## src/rtl/asymfifo_s1_unpack.sv

```systemverilog
// Single-clock width-down FIFO: whole wide words are stored, and each pop returns one
// narrow subword. The head entry is retired only after its last subword has been popped.
module asymfifo_s1_unpack #(
    parameter int data_in_width  = 16,
    parameter int data_out_width = 8,
    parameter int depth          = 8,
    parameter int err_mode       = 0,
    parameter int rst_mode       = 0,
    parameter int byte_order     = 0,
    localparam int K             = data_in_width / data_out_width,
    localparam int SW            = $clog2(K),
    localparam int AW            = $clog2(depth)
) (
    input  logic                      clk,
    input  logic                      rst,
    input  logic                      push_req,
    input  logic                      pop_req,
    input  logic [data_in_width-1:0]  data_in,
    input  logic [AW-1:0]             ae_level,
    input  logic [AW-1:0]             af_thresh,
    output logic                      empty,
    output logic                      almost_empty,
    output logic                      half_full,
    output logic                      almost_full,
    output logic                      full,
    output logic                      error,
    output logic                      part_wd,
    output logic [data_out_width-1:0] data_out
);

    logic [data_in_width-1:0] mem_r [depth];
    logic [AW-1:0]            wr_ptr_r;
    logic [AW-1:0]            rd_ptr_r;
    logic [AW:0]              count_r;
    logic [SW-1:0]            sel_r;
    logic                     error_r;

    logic                     full_s;
    logic                     empty_s;
    logic                     push_ok_s;
    logic                     pop_ok_s;
    logic                     pop_last_s;
    logic                     bad_req_s;
    logic [data_in_width-1:0] head_s;
    logic [AW-1:0]            wr_ptr_nxt_s;
    logic [AW-1:0]            rd_ptr_nxt_s;

    // Accept/reject decisions use only registered occupancy, so a same-cycle pop never frees room for a push.
    always_comb begin
        full_s       = (count_r == (AW+1)'(depth));
        empty_s      = (count_r == '0);
        push_ok_s    = push_req && !full_s;
        pop_ok_s     = pop_req && !empty_s;
        pop_last_s   = pop_ok_s && (sel_r == SW'(K - 1));
        bad_req_s    = (push_req && full_s) || (pop_req && empty_s);
        wr_ptr_nxt_s = (wr_ptr_r == AW'(depth - 1)) ? '0 : wr_ptr_r + AW'(1);
        rd_ptr_nxt_s = (rd_ptr_r == AW'(depth - 1)) ? '0 : rd_ptr_r + AW'(1);
    end

    // Status flags decoded from registered count and subword index.
    always_comb begin
        empty        = empty_s;
        full         = full_s;
        almost_empty = (count_r <= {1'b0, ae_level});
        almost_full  = (count_r >= {1'b0, af_thresh});
        half_full    = (count_r >= (AW+1)'((depth + 1) / 2));
        part_wd      = (sel_r != '0);
        error        = error_r;
    end

    // Zero-latency head read; subword order chosen by byte_order.
    always_comb begin
        head_s = mem_r[rd_ptr_r];
        if (byte_order == 0) begin
            data_out = head_s[(K - 1 - int'(sel_r)) * data_out_width +: data_out_width];
        end else begin
            data_out = head_s[int'(sel_r) * data_out_width +: data_out_width];
        end
    end

    // Storage array; optionally cleared on reset.
    always_ff @(posedge clk) begin
        if (rst && (rst_mode == 0)) begin
            for (int i = 0; i < depth; i++) begin
                mem_r[i] <= '0;
            end
        end else if (push_ok_s && !rst) begin
            mem_r[wr_ptr_r] <= data_in;
        end
    end

    // Pointers, occupancy, subword index and error flag.
    always_ff @(posedge clk) begin
        if (rst) begin
            wr_ptr_r <= '0;
            rd_ptr_r <= '0;
            count_r  <= '0;
            sel_r    <= '0;
            error_r  <= 1'b0;
        end else begin
            if (push_ok_s) begin
                wr_ptr_r <= wr_ptr_nxt_s;
            end
            if (pop_last_s) begin
                sel_r    <= '0;
                rd_ptr_r <= rd_ptr_nxt_s;
            end else if (pop_ok_s) begin
                sel_r <= sel_r + SW'(1);
            end
            case ({push_ok_s, pop_last_s})
                2'b10:   count_r <= count_r + (AW+1)'(1);
                2'b01:   count_r <= count_r - (AW+1)'(1);
                default: count_r <= count_r;
            endcase
            if (err_mode == 0) begin
                error_r <= error_r | bad_req_s;
            end else begin
                error_r <= bad_req_s;
            end
        end
    end

endmodule

```

## config.mk

```make
export PLATFORM = sky130hd
export DESIGN_NAME = asymfifo_s1_unpack
export DESIGN_NICKNAME = d
export VERILOG_FILES = /design/src/rtl/asymfifo_s1_unpack.sv
export SDC_FILE = /design/constraint.sdc
export NUM_CORES = 1
export LEC_CHECK = 0
export BUFFER_PORTS_ARGS = -buffer_cell sky130_fd_sc_hd__buf_4
export CORE_ASPECT_RATIO = 2
export CORE_MARGIN = 5
export CORE_UTILIZATION = 60
export DETAILED_ROUTE_END_ITERATION = 10
export PLACE_DENSITY = 0.81
export SETUP_SLACK_MARGIN = 0.15
export SYNTH_ARGS = -nofsm -noshare
export SYNTH_HDL_FRONTEND = slang
export SYNTH_SLANG_ARGS = --single-unit
```

## constraint.sdc

```tcl
create_clock -name clk -period 3 [get_ports clk]
set_input_delay 0.3 -clock clk [delete_from_list [all_inputs] [get_ports clk]]
set_output_delay 0.3 -clock clk [all_outputs]
set_load 0.02 [all_outputs]
```

==> flow_summary.json <==
{
  "status": "finished, final reports clean",
  "cp-start-kind": "register",
  "layout-drive-gt1-share_pct": 29.82,
  "leakagePower_nw": 2.989,
  "cts_tree": "built",
  "fp.dieH_um": 160.2,
  "dieArea_um2": 13630,
  "hpwl_um": 9229,
  "rrSetupSlack_ns": 0.36,
  "portBuffers": 40,
  "globalRouteTotalUtil_pct": 24.17,
  "hold_start": "push_req",
  "fin_skew_ns": 0.007381,
  "cts.clk_slew.worst_paths_ns": 0.06,
  "numClockSinks": 143,
  "rsz0062_at_grt": "false",
  "diodes": 0,
  "crit_required_ns": 3.30,
  "ys_ff_latch": 143,
  "power_mw": 5.080,
  "drt-total-wl_um": 15470,
  "root_buffer": "clkbuf_16",
  "synth_edf_count": 128,
  "cp-end-kind": "register",
  "boundaryPins": 41,
  "rr_worst_depth": 7,
  "ys_seq_area_share_pct": 61.25,
  "slowest_delay_ns": 0.57,
  "switchingPower_mw": 1.144,
  "vias_per_cell": 6.136,
  "crit_chain": "or4_1 -> and3_1 -> ha_1 -> nand2b_1 -> a21oi_1 -> a211oi_2 -> mux2_2",
  "post_drt_wl_per_cell_um": 23.99,
  "synth_cell_type_count": 48,
  "rr_startpoint": "count_r[1]",
  "cts_hold_buf": 0,
  "start_util_pct": 60.31,
  "drt_iter0_markers": 429,
  "fin_nets": 528,
  "p_sw_share_pct": 22.53,
  "cts_inserted_buffers": 17,
  "antenna_found_initial": 0,
  "max_cap_viol_count": 0,
  "grt_pass1_vias": 4313,
  "irDropWorstVdd_v": 0.0005121,
  "grt-ovfl-total": 0,
  "synth_nets": 483,
  "worst_slack_ns": 0.3608,
  "drc": 0,
  "setup_viol": 0,
  "synthCells": 445,
  "synth_top_flop_cell": "edfxtp_1",
  "r2r_end": "count_r[3]",
  "num_rows": 55,
  "slew-limit-headroom_pct": 59.61,
  "fmax_mhz": 378.9,
  "area_growth_pct": 15.78,
  "p_per_area_nw_per_um2": 648.6,
  "cts_htree_levels": 4,
  "power.internal_mw": 3.936,
  "avgSynthCellArea_um2": 15.20,
  "ant_nets": 0,
  "place.gp.congestion": 0.7980,
  "worstSetupPathType": "reg -> reg",
  "slowest_stage": "or4_1",
  "critPathArrivalTime_ns": 2.94,
  "core_um2": 11220,
  "grt_max_degree": 33,
  "yosysWarningCount": 0,
  "combPwrFrac_pct": 11.2,
  "min_period_over_period_pct": 87.97,
  "die_w_um": 85.09,
  "cts_buffer_depth": 2,
  "cp_max_fo": 10,
  "syn_area_um2": 6765,
  "grt_pass1_wl_um": 23840,
  "place_ws_ns": 0.3154,
  "hold_path.class": "in -> reg",
  "async_flop_share_pct": 0,
  "clk_latency_ns": 0.41,
  "holdPathEnd": "wr_ptr_r[2]",
  "tightest_slew_ns": 0.6058,
  "min_period_ns": 2.639,
  "setup_tns_ns": 0,
  "pwr-share-seq_pct": 45.7,
  "worst_hold_slack_ns": 0.2143,
  "holdPathStages": 3,
  "clock_power_share_pct": 43.1,
  "routed-via-count": 3958,
  "firstDrtPassIters": 5,
  "slew_viol_final": 0,
  "hold_viol": 0
}
## cell usage after synthesis (2+ instances only)
library cell,instances,area share [%]
and2_1,118,11
nor3_1,3,0.22
nor3b_2,2,0.37
mux2i_1,3,0.44
or2_2,8,0.74
dfxtp_1,15,4.4
nand2_1,8,0.44
buf_6,4,0.67
buf_2,5,0.37
nand3b_1,2,0.22
nor2b_1,3,0.28
buf_1,2,0.11
nand2b_1,5,0.46
nand3_1,4,0.30
edfxtp_1,128,57
and2_4,10,1.3
nor2_1,12,0.67
clkbuf_1,15,0.83
ha_1,12,2.2
o21ai_0,2,0.15
xor2_1,3,0.39
inv_1,8,0.44
mux4_2,40,13
mux2_2,2,0.33
a21oi_1,7,0.52
nor4_1,2,0.18
## what timing repair did
| item | 4_1_cts | 5_1_grt |
|---|---|---|
| buffers inserted | 0 | 0 |
| gates resized for setup | 0 | 1 |
| setup endpoints to repair | 0 | 1 |
## layout by cell type (no fill, tap or decap), drive strengths merged, types with 5 or more instances in the layout
cell type and n:
ha 12, clkbuf 21, nand2b 5, buf 52
edfxtp 128, clkinv 5, inv 9, and2 128
dfxtp 15, mux4 40, nand2 8, or2 9
nor2 12, a21oi 7
## per-stage QoR
stage / utilization (%) / area, um^2 / std cells
3_5_place_dp: 64.31 / 7213 / 613
3_3_place_gp: 64.31 / 7213 / 613
5_1_grt: 69.83 / 7833 / 645
6_report: 69.83 / 7833 / 645
2_1_floorplan: - / 6765 / 445
4_1_cts: 69.82 / 7831 / 645
## worst max-delay path by stage
stage | start | to | slack, ns
after floorplan | count_r[1] | count_r[3] | 0.33
after global placement | count_r[1] | count_r[3] | 0.39
after detailed placement | count_r[1] | count_r[3] | 0.32
after CTS | count_r[1] | count_r[3] | 0.31
after global routing | count_r[1] | count_r[3] | 0.22
final | count_r[1] | count_r[3] | 0.36
## power groups by stage
stage	sequential [mW]	clock (mW)	combinational (mW)
after floorplan	2.34	0	0.360
after global placement	2.35	0	0.554
after detailed placement	2.36	0	0.568
after CTS	2.32	2.20	0.573
after global routing	2.33	2.32	0.610
final	2.32	2.19	0.568
## logic make-up (layout without fill, tap and decap cells)
group	count (synthesis)	count (layout)	share of synthesized area, %
flip-flops	143	143	61.25
AND/OR/NAND/NOR	189	189	17.68
multiplexers	45	45	14.09
buffers and inverters	35	93	2.552
adder cells (fa/ha/maj)	12	12	2.219
AO/OA/AOI/OAI	18	18	1.813
XOR/XNOR	3	3	0.3885
## critical path, delay by kind of cell (launching register included)
kind | cells | cell delay, ns
and+or+nand+nor | 3 | 1.03
adders and majority gates | 1 | 0.44
DFF | 1 | 0.42
muxes | 1 | 0.35
AOI/OAI and AO/OA | 2 | 0.29
## sequential cells by signal, indices dropped and copies added (netlist names), named ones only
name and cells:
error 1, rd_ptr_r 3, mem_r 128, part_wd 1
wr_ptr_r 3, count_r 4
## area by class of cell
| class | count | area (um^2) |
|---|---|---|
| Clock buffer | 21 | 450.4 |
| Clock inverter | 11 | 167.7 |
| Fill cell | 733 | 3385 |
| Inverter | 9 | 38.79 |
| Multi-Input combinational cell | 267 | 2450 |
| Sequential cell | 143 | 4145 |
| Tap cell | 142 | 177.7 |
| Timing Repair Buffer | 52 | 402.9 |
## metal layers
layer	global-route usage [%]	routed length, um
met2	43.45	8801
met5	0	0
met3	4.388	718
met1	26.13	5227
met4	13.26	723
Note: power is estimated with default switching activity, not from simulation.
